`src/rtl/piccolo_seq_ctrl_pkg.sv`:
```
// piccolo_pkg: round counts, round-index width and sequencer state encoding
// shared by the Piccolo sequencer, its arbiter and its bus interface.
package piccolo_pkg;
   localparam int ROUNDS_80 = 25;
   localparam int ROUNDS_128 = 31;
   localparam int RND_W = 5;
   typedef enum logic [1:0] {IDLE, RUN, DONE} seq_state_t;
endpackage

```
`src/rtl/piccolo_seq_ctrl_if.sv`:
```
// piccolo_seq_ctrl_if: request, datapath-control and response signals of the sequencer.
interface piccolo_seq_ctrl_if;
   import piccolo_pkg::*;
   logic [1:0] req_valid;
   logic [1:0] req_version;
   logic [1:0] req_ready;
   logic core_load;
   logic core_sel;
   logic core_version;
   logic core_step;
   logic [RND_W-1:0] core_rnd;
   logic [RND_W-1:0] core_nrnd;
   logic rsp_valid;
   logic rsp_id;
   logic rsp_ready;
   logic busy;
   modport master (
      output req_valid, req_version, rsp_ready,
      input req_ready, core_load, core_sel, core_version, core_step, core_rnd, core_nrnd,
      input rsp_valid, rsp_id, busy
   );
   modport slave (
      input req_valid, req_version, rsp_ready,
      output req_ready, core_load, core_sel, core_version, core_step, core_rnd, core_nrnd,
      output rsp_valid, rsp_id, busy
   );
endinterface

```
`src/rtl/piccolo_rr_arb.sv`:
```
// piccolo_rr_arb: combinational 2-way round-robin arbiter; prio names the winner on contention.
module piccolo_rr_arb (
   input  logic [1:0] req,
   input  logic       prio,
   output logic [1:0] gnt
);
   assign gnt = &req ? (prio ? 2'b10 : 2'b01) : req;
endmodule

```
`src/rtl/piccolo_seq_ctrl.sv`:
```
// piccolo_seq_ctrl: arbitrates two Piccolo requesters and steps the iterative
// round datapath through RPC-round steps, sizing the last step to the version.
module piccolo_seq_ctrl
   import piccolo_pkg::*;
#(
   parameter int RPC = 11
) (
   input logic clk,
   input logic reset,
   piccolo_seq_ctrl_if.slave bus
);
   localparam logic [5:0] RPC6 = 6'(RPC);
   seq_state_t state;
   logic prio, id_q, ver_q, g, grant, run, done;
   logic [1:0] gnt;
   logic [5:0] rcnt, n, rem, nrnd;
   piccolo_rr_arb u_arb (.req(bus.req_valid), .prio(prio), .gnt(gnt));
   assign grant = state == IDLE && !reset && |gnt;
   assign run = state == RUN && !reset;
   assign done = state == DONE && !reset;
   assign g = gnt[1];
   assign n = ver_q ? 6'(ROUNDS_128) : 6'(ROUNDS_80);
   assign rem = n - rcnt;
   assign nrnd = rem < RPC6 ? rem : RPC6;
   // Grant-cycle outputs come straight from the arbiter; afterwards from the latches.
   assign bus.req_ready = grant ? gnt : 2'b00;
   assign bus.core_load = grant;
   assign bus.core_sel = grant ? g : id_q;
   assign bus.core_version = grant ? bus.req_version[g] : ver_q;
   assign bus.core_step = run;
   assign bus.core_rnd = run ? rcnt[RND_W-1:0] : '0;
   assign bus.core_nrnd = run ? nrnd[RND_W-1:0] : '0;
   assign bus.rsp_valid = done;
   assign bus.rsp_id = id_q;
   assign bus.busy = state != IDLE && !reset;
   always_ff @(posedge clk)
      if (reset) begin
         state <= IDLE;
         prio <= 1'b0;
         rcnt <= '0;
         id_q <= 1'b0;
         ver_q <= 1'b0;
      end else if (grant) begin
         state <= RUN;
         rcnt <= '0;
         id_q <= g;
         ver_q <= bus.req_version[g];
      end else if (run) begin
         rcnt <= rcnt + nrnd;
         if (rcnt + nrnd == n) state <= DONE;
      end else if (done && bus.rsp_ready) begin
         prio <= ~id_q;
         state <= IDLE;
      end
endmodule

```
`src/flat_wrapper.sv`:
```
// flat-port wrapper written by rule: the top's interface ports become plain ports
module piccolo_seq_ctrl_flat import piccolo_pkg::*;
#(
   parameter int RPC = 11
)
  (clk, reset, bus_req_valid, bus_req_version, bus_rsp_ready, bus_req_ready, bus_core_load, bus_core_sel, bus_core_version, bus_core_step, bus_core_rnd, bus_core_nrnd, bus_rsp_valid, bus_rsp_id, bus_busy);
  piccolo_seq_ctrl_if bus_i ();
  input logic clk;
  input logic reset;
  input wire logic [$bits(bus_i.req_valid)-1:0] bus_req_valid;
  input wire logic [$bits(bus_i.req_version)-1:0] bus_req_version;
  input wire logic [$bits(bus_i.rsp_ready)-1:0] bus_rsp_ready;
  output wire logic [$bits(bus_i.req_ready)-1:0] bus_req_ready;
  output wire logic [$bits(bus_i.core_load)-1:0] bus_core_load;
  output wire logic [$bits(bus_i.core_sel)-1:0] bus_core_sel;
  output wire logic [$bits(bus_i.core_version)-1:0] bus_core_version;
  output wire logic [$bits(bus_i.core_step)-1:0] bus_core_step;
  output wire logic [$bits(bus_i.core_rnd)-1:0] bus_core_rnd;
  output wire logic [$bits(bus_i.core_nrnd)-1:0] bus_core_nrnd;
  output wire logic [$bits(bus_i.rsp_valid)-1:0] bus_rsp_valid;
  output wire logic [$bits(bus_i.rsp_id)-1:0] bus_rsp_id;
  output wire logic [$bits(bus_i.busy)-1:0] bus_busy;
  assign bus_i.req_valid = bus_req_valid;
  assign bus_i.req_version = bus_req_version;
  assign bus_i.rsp_ready = bus_rsp_ready;
  assign bus_req_ready = bus_i.req_ready;
  assign bus_core_load = bus_i.core_load;
  assign bus_core_sel = bus_i.core_sel;
  assign bus_core_version = bus_i.core_version;
  assign bus_core_step = bus_i.core_step;
  assign bus_core_rnd = bus_i.core_rnd;
  assign bus_core_nrnd = bus_i.core_nrnd;
  assign bus_rsp_valid = bus_i.rsp_valid;
  assign bus_rsp_id = bus_i.rsp_id;
  assign bus_busy = bus_i.busy;
  piccolo_seq_ctrl #(.RPC(RPC)) u_core (.clk(clk), .reset(reset), .bus(bus_i));
endmodule
```
`config.mk`:
```
export PLATFORM = sky130hd
export DESIGN_NAME = piccolo_seq_ctrl_flat
export DESIGN_NICKNAME = d
export VERILOG_FILES = /design/src/rtl/piccolo_seq_ctrl_pkg.sv /design/src/rtl/piccolo_seq_ctrl_if.sv /design/src/rtl/piccolo_rr_arb.sv /design/src/rtl/piccolo_seq_ctrl.sv /design/src/flat_wrapper.sv
export SDC_FILE = /design/constraint.sdc
export NUM_CORES = 1
export LEC_CHECK = 0
export BUFFER_PORTS_ARGS = -buffer_cell sky130_fd_sc_hd__buf_2
export CORE_MARGIN = 5
export CORE_UTILIZATION = 53
export CTS_CLUSTER_SIZE = 12
export DETAILED_ROUTE_END_ITERATION = 8
export HOLD_SLACK_MARGIN = 0.05
export PLACE_DENSITY = 0.9
export SYNTH_ARGS = -nofsm -noshare
export SYNTH_HDL_FRONTEND = slang
export SYNTH_HIERARCHICAL = 1
export SYNTH_SLANG_ARGS = --single-unit
```
`constraint.sdc`:
```
create_clock -name clk -period 4.4 [get_ports clk]
set_input_delay 0.44 -clock clk [delete_from_list [all_inputs] [get_ports clk]]
set_output_delay 0.44 -clock clk [all_outputs]
set_load 0.02 [all_outputs]
```
==> flow_summary.yaml, run 1 <==
synthesis:
  netlist_area_sq_mm: 0.00110
  synth_warnings: 6
  async_flop_share_pct: 0
  seq_area_frac_synth_pct: 20.0
  netlist_instances: 143
  synth_edf_count: 0
  ys_types: 49
  synth-main-ff-cell: "dfxtp_1"
  avgSynthCellArea_sq_um: 7.72
  ys_seq_elements: 11
layout:
  mostFrequentLayoutCell: "buf_2"
  layout_common_cells: "buf_2, nand2_1, nor2_1, dfxtp_1"
  diodes: 0
  area_growth_pct: 13.8
  postLayoutCellArea_sq_mm: 0.00126
  layout-drive-gt1-share_pct: 24.2
  final_nets: 180
power_and_ir_drop:
  p_leak_nw: 0.554
  p_int_mw: 0.203
  pwr-share-comb_pct: 45.9
  ir_worst_vdd_mv: 0.243
  clock_power_share_pct: 20.0
  p_switching_mw: 0.141
  netSwitchingFraction_pct: 41.0
  power_density_mw_per_mm2: 274
  p_seq_share_pct: 34.1
critical_path:
  required_ns: 4.61
  timing.rr.end: "u_core/state[0]"
  critPathKind: "reg2reg"
  r2r-start: "u_core/ver_q"
  startpoint_type: "flop"
  cp-endpoint: "u_core/state[0]"
  worstPathCellList: "inv_1 > ha_1 > fa_1 > xnor2_1 > and2_1 > a21oi_4 > o21ai_0 > ha_1 > o21ai_0 > o21bai_1 > nor4_1 > or4b_1 > a41o_1 > a21oi_2"
  cp_slowest_cell: "or4b_1"
  cp-startpoint: "u_core/ver_q"
  cp-end-kind: "flop"
  rrSetupSlack_ns: 0.49
  worstPathMaxFanout: 6
  max_stage_delay_ns: 0.57
  worstRegToRegCells: 14
  crit_arrival_ns: 4.12
floorplanning:
  die_h_microns: 55.6
  core-area_sq_mm: 0.00198
  num_rows: 16
  fp.dieW_microns: 55.6
  die-area_sq_mm: 0.00309
  io_pins: 26
  start_util_pct: 55.7
grt:
  grt_overflow_total: 0
  antenna_found_initial: 0
  grt_pass1_wl_microns: 4530
  first_global_vias: 1000
  grtUsageTotal_pct: 18.0
  grt_max_degree: 12
clocking:
  htreeDepth: 1
  cts.sinks: 11
  hold_buffers: 0
  cts_tree: "built"
  cts_buffers: 3
  postCtsSetupBuffers: 0
  clk_latency_ns: 0.27
  clk_pin_slew_worst_paths_ns: 0.07
  cts_buffer_depth: 2
  cts_root_buffer: "clkbuf_4"
  cts_resized: 0
sta:
  fin_tns_setup_ns: 0
  period_needed_ns: 3.91
  max_freq_ghz: 0.256
  finClkSkew_ns: 0.00196
  hold_viol_final: 0
  finalMaxSlewViolations: 0
  period_share_pct: 88.9
  rsz0062_at_grt: "no"
  setup_viol: 0
placed_design:
  dp_hpwl_microns: 2110
  dpl_cell_area_sq_mm: 0.00123
  gp_congestion: 0.966
  port_buffers: 24
detailed_routing:
  viasPerCell: 5.83
  wl_microns: 2720
  drc: 0
  drt_iter0_drc: 25
  drt_pass1_iterations: 4
  vias: 1119
  avgRoutedWirePerCell_microns: 14.1
  drtAntennaViolNets: 0
outcome:
  status: "complete, no violations"
flow_run:
  max-cap-violations: 0
hold_path:
  min_path_type: "in2reg"
## layout make-up
| type | instances | area [sq um] |
|---|---|---|
| Tap cell | 27 | 33.8 |
| Clock buffer | 4 | 26.3 |
| Sequential cell | 11 | 220 |
| Timing Repair Buffer | 24 | 120 |
| Fill cell | 171 | 726 |
| Multi-Input combinational cell | 118 | 826 |
| Inverter | 8 | 30.0 |
## power groups by stage
stage	clock [mW]	sequential, mW	combinational (mW)
after global routing	0.0768	0.119	0.172
after detailed placement	0	0.119	0.153
after CTS	0.0729	0.117	0.156
final	0.0690	0.117	0.158
after floorplan	0	0.116	0.124
after global placement	0	0.119	0.148
## sequential cells by signal (all words and copies together) (netlist names)
| register | flops |
|---|---|
| u_core/ver_q | 1 |
| u_core/bus.rsp_id | 1 |
| u_core/rcnt | 6 |
| u_core/prio | 1 |
| u_core/state | 2 |
## worst min-delay path by stage
stage                      startpoint         endpoint  slack [ns]  cells past startpoint
floorplan              u_core/rcnt[2]   u_core/rcnt[2]        0.49                      2
global placement    u_core/bus.rsp_id      u_core/prio        0.44                      1
detailed placement  u_core/bus.rsp_id      u_core/prio        0.46                      1
CTS                     bus_rsp_ready  u_core/state[1]        0.41                      3
global route            bus_rsp_ready  u_core/state[1]        0.42                      3
finish                  bus_rsp_ready  u_core/state[1]        0.43                      3
## cell families after synthesis
kind of cell / synth area share [%]
simple gates: 30.6
compound gates: 26.4
buf+inv: 5.56
flops: 20.0
fa+ha+maj: 8.62
xor+xnor: 4.76
mux: 3.74
other cells: 0.340
## critical path, delay by kind of cell (launching register included)
| family | cells | cell delay, ns |
|---|---|---|
| compound gates | 6 | 1.12 |
| fa+ha+maj | 3 | 0.99 |
| simple gates | 3 | 0.97 |
| flops | 1 | 0.43 |
| xor+xnor | 1 | 0.23 |
| buf+inv | 1 | 0.11 |
## cells in the mapped netlist (all sizes together) (4+ instances only)
| master | count | share of area, % |
|---|---|---|
| xnor2 | 4 | 3.2 |
| dfxtp | 11 | 20 |
| o21ai | 7 | 3.2 |
| a21oi | 12 | 7.1 |
| inv | 8 | 2.7 |
| nor3 | 7 | 3.6 |
| and2 | 10 | 5.8 |
| clkbuf | 5 | 1.7 |
| ha | 6 | 6.8 |
| nor2 | 11 | 3.7 |
| nor2b | 4 | 2.3 |
| nand2 | 13 | 4.4 |
## routing by layer
layer | GRT usage (%) | wire [microns]
met1 | 22.3 | 1180
met2 | 30.1 | 1360
met3 | 4.87 | 173
met4 | 5.56 | 7
met5 | 0 | 0
## through the flow
| step | cells | worst slack (ns) | power [mW] | utilization [%] | hold WS (ns) |
|---|---|---|---|---|---|
| global route | 192 | 0.277 | 0.367 | 63.4 | 0.416 |
| CTS | 192 | 0.586 | 0.346 | 63.4 | 0.415 |
| detailed placement | 188 | 0.601 | 0.273 | 62.1 | 0.458 |
| finish | 192 | 0.490 | 0.345 | 63.4 | 0.425 |
| floorplan | 144 | 1.04 | 0.239 | - | 0.486 |
| global placement | 188 | 0.728 | 0.267 | 62.1 | 0.443 |
No activity file was read; power rests on OpenSTA's default activity.
==> inputs of run 2 (changes only) <==
--- a/config.mk
+++ b/config.mk
@@ -12,6 +12,7 @@
 export DETAILED_ROUTE_END_ITERATION = 8
 export HOLD_SLACK_MARGIN = 0.05
 export PLACE_DENSITY = 0.9
+export RECOVER_POWER = 25
 export SYNTH_ARGS = -nofsm -noshare
 export SYNTH_HDL_FRONTEND = slang
 export SYNTH_HIERARCHICAL = 1
==> run 2 against run 1 <==
Sequential share of layout area grew 0.070 points. Routed wire length is the same. Critical endpoint unchanged. Clock skew about the same. Critical path type unchanged. Die area unchanged. First-iteration DRC count rose by 16%. Via count is the same. Largest power group unchanged. Maximum frequency hardly changed. Flip-flop and latch count unchanged. Critical path depth stayed put. Cell count stayed put.
==> flow_summary.yaml, run 2 (synthesis gave the netlist of run 1 again) <==
outcome:
  status: "complete, no violations"
sta:
  hold_viol_final: 0
  finClkSkew_ns: 0.00214
  max-slew-margin-rel_pct: 66.3
  setup_viol: 0
  max_freq_ghz: 0.256
  fin_tns_setup_ns: 0
  worstMarginPinSlew_ns: 0.501
  period_share_pct: 88.8
  finalMaxSlewViolations: 0
  period_needed_ns: 3.91
  rsz0062_at_grt: "no"
power_and_ir_drop:
  p_leak_nw: 0.537
  p_int_mw: 0.203
  netSwitchingFraction_pct: 41.1
  p_switching_mw: 0.141
  ir_worst_vdd_mv: 0.243
  power_mw: 0.344
  pwr-share-comb_pct: 45.8
  p_seq_share_pct: 34.1
  clock_power_share_pct: 20.1
  power_density_mw_per_mm2: 275
detailed_routing:
  drc: 0
  drt_iter0_drc: 29
  avgRoutedWirePerCell_microns: 14.1
  viasPerCell: 5.83
  drt_pass1_iterations: 4
  wl_microns: 2720
  drtAntennaViolNets: 0
  vias: 1119
critical_path:
  max_stage_delay_ns: 0.57
  required_ns: 4.61
  path_buf_inv: 1
  crit_arrival_ns: 4.12
  worstPathCellList: "inv_1 > ha_1 > fa_1 > xnor2_1 > and2_1 > a21oi_4 > o21ai_0 > ha_1 > o21ai_0 > o21bai_1 > nor4_1 > or4b_1 > a41o_1 > a21oi_2"
  critPathKind: "reg2reg"
  cpLargestDelayFamily: "compound AO/OA/AOI/OAI gates"
  cp_slowest_cell: "or4b_1"
  worstPathMaxFanout: 6
  cp-end-kind: "flop"
  startpoint_type: "flop"
flow_run:
  max-cap-violations: 0
grt:
  antenna_found_initial: 0
  grt_overflow_total: 0
  grt_max_degree: 12
  grtUsageTotal_pct: 18.0
  first_global_vias: 1000
  grt_pass1_wl_microns: 4530
clocking:
  clk_pin_slew_worst_paths_ns: 0.07
  cts_buffers: 3
  cts_resized: 0
  hold_buffers: 0
  cts_tree: "built"
  cts.sinks: 11
  clk_latency_ns: 0.27
  postCtsSetupBuffers: 0
  cts_root_buffer: "clkbuf_4"
  cts_buffer_depth: 2
  htreeDepth: 1
floorplanning:
  start_util_pct: 55.7
  die_h_microns: 55.6
  io_pins: 26
  num_rows: 16
  fp.dieW_microns: 55.6
  die-area_sq_mm: 0.00309
  core-area_sq_mm: 0.00198
layout:
  mostFrequentLayoutCell: "buf_2"
  layout-drive-gt1-share_pct: 21.2
  diodes: 0
  final_nets: 180
  fill_cells: 175
  largest-register: "u_core/rcnt"
  seqCellArea_sq_um: 220
  area_growth_pct: 13.4
  largest_reg_flops: 6
  reg.largest.list: "u_core/rcnt: 6 flops, u_core/state: 2 flops"
  layout_common_cells: "buf_2, nand2_1, nor2_1, dfxtp_1, a21oi_1"
  multi_input_area_sq_um: 826
placed_design:
  gp_congestion: 0.966
  dp_hpwl_microns: 2110
  port_buffers: 24
hold_path:
  min_path_type: "in2reg"
==> run 2: metrics by stage <==
stage / util, % / cell area [sq um] / instances / hold WS (ns) / worst slack [ns]
final: 63.1 / 1250 / 192 / 0.426 / 0.493
after floorplan: - / 1110 / 144 / 0.486 / 1.04
after global placement: 62.1 / 1230 / 188 / 0.443 / 0.728
after CTS: 63.4 / 1260 / 192 / 0.415 / 0.586
after detailed placement: 62.1 / 1230 / 188 / 0.458 / 0.601
after global routing: 63.1 / 1250 / 192 / 0.417 / 0.277
==> run 2: worst paths after layout <==
kind / endpoint / start / slack [ns] / cells past startpoint
hold reg to reg: u_core/prio / u_core/bus.rsp_id / 0.46 / 1
setup / recovery: u_core/state[0] / u_core/ver_q / 0.49 / 14
setup reg to reg: u_core/state[0] / u_core/ver_q / 0.49 / 14
hold / removal: u_core/state[1] / bus_rsp_ready / 0.43 / 3
==> run 2: cell type report <==
type                            count  area share [%]
Sequential cell                    11            17.6
Clock buffer                        4            2.10
Inverter                            8            2.40
Tap cell                           27            2.70
Multi-Input combinational cell    118            66.0
Timing Repair Buffer               24            9.20
==> run 2: power groups by stage <==
stage,sequential (mW),clock (mW),combinational [mW]
floorplan,0.116,0,0.124
CTS,0.117,0.0729,0.156
finish,0.118,0.0691,0.158
global route,0.119,0.0768,0.172
detailed placement,0.119,0,0.153
global placement,0.119,0,0.148
==> run 2: routing by layer <==
metal,up-vias,wire [microns],GRT usage (%)
li1,548,-,-
met1,531,1170,22.3
met2,38,1350,30.1
met3,2,178,4.87
met4,0,7,5.56
met5,-,0,0
==> run 2: worst register-to-register path: cells and delay by family, from the launching register on <==
| family | cells | cell delay, ns |
|---|---|---|
| adders and majority gates | 3 | 0.99 |
| buffers and inverters | 1 | 0.11 |
| DFF | 1 | 0.43 |
| xor gates and xnor gates | 1 | 0.23 |
| AOI/OAI and AO/OA | 6 | 1.11 |
| and+or+nand+nor | 3 | 0.97 |
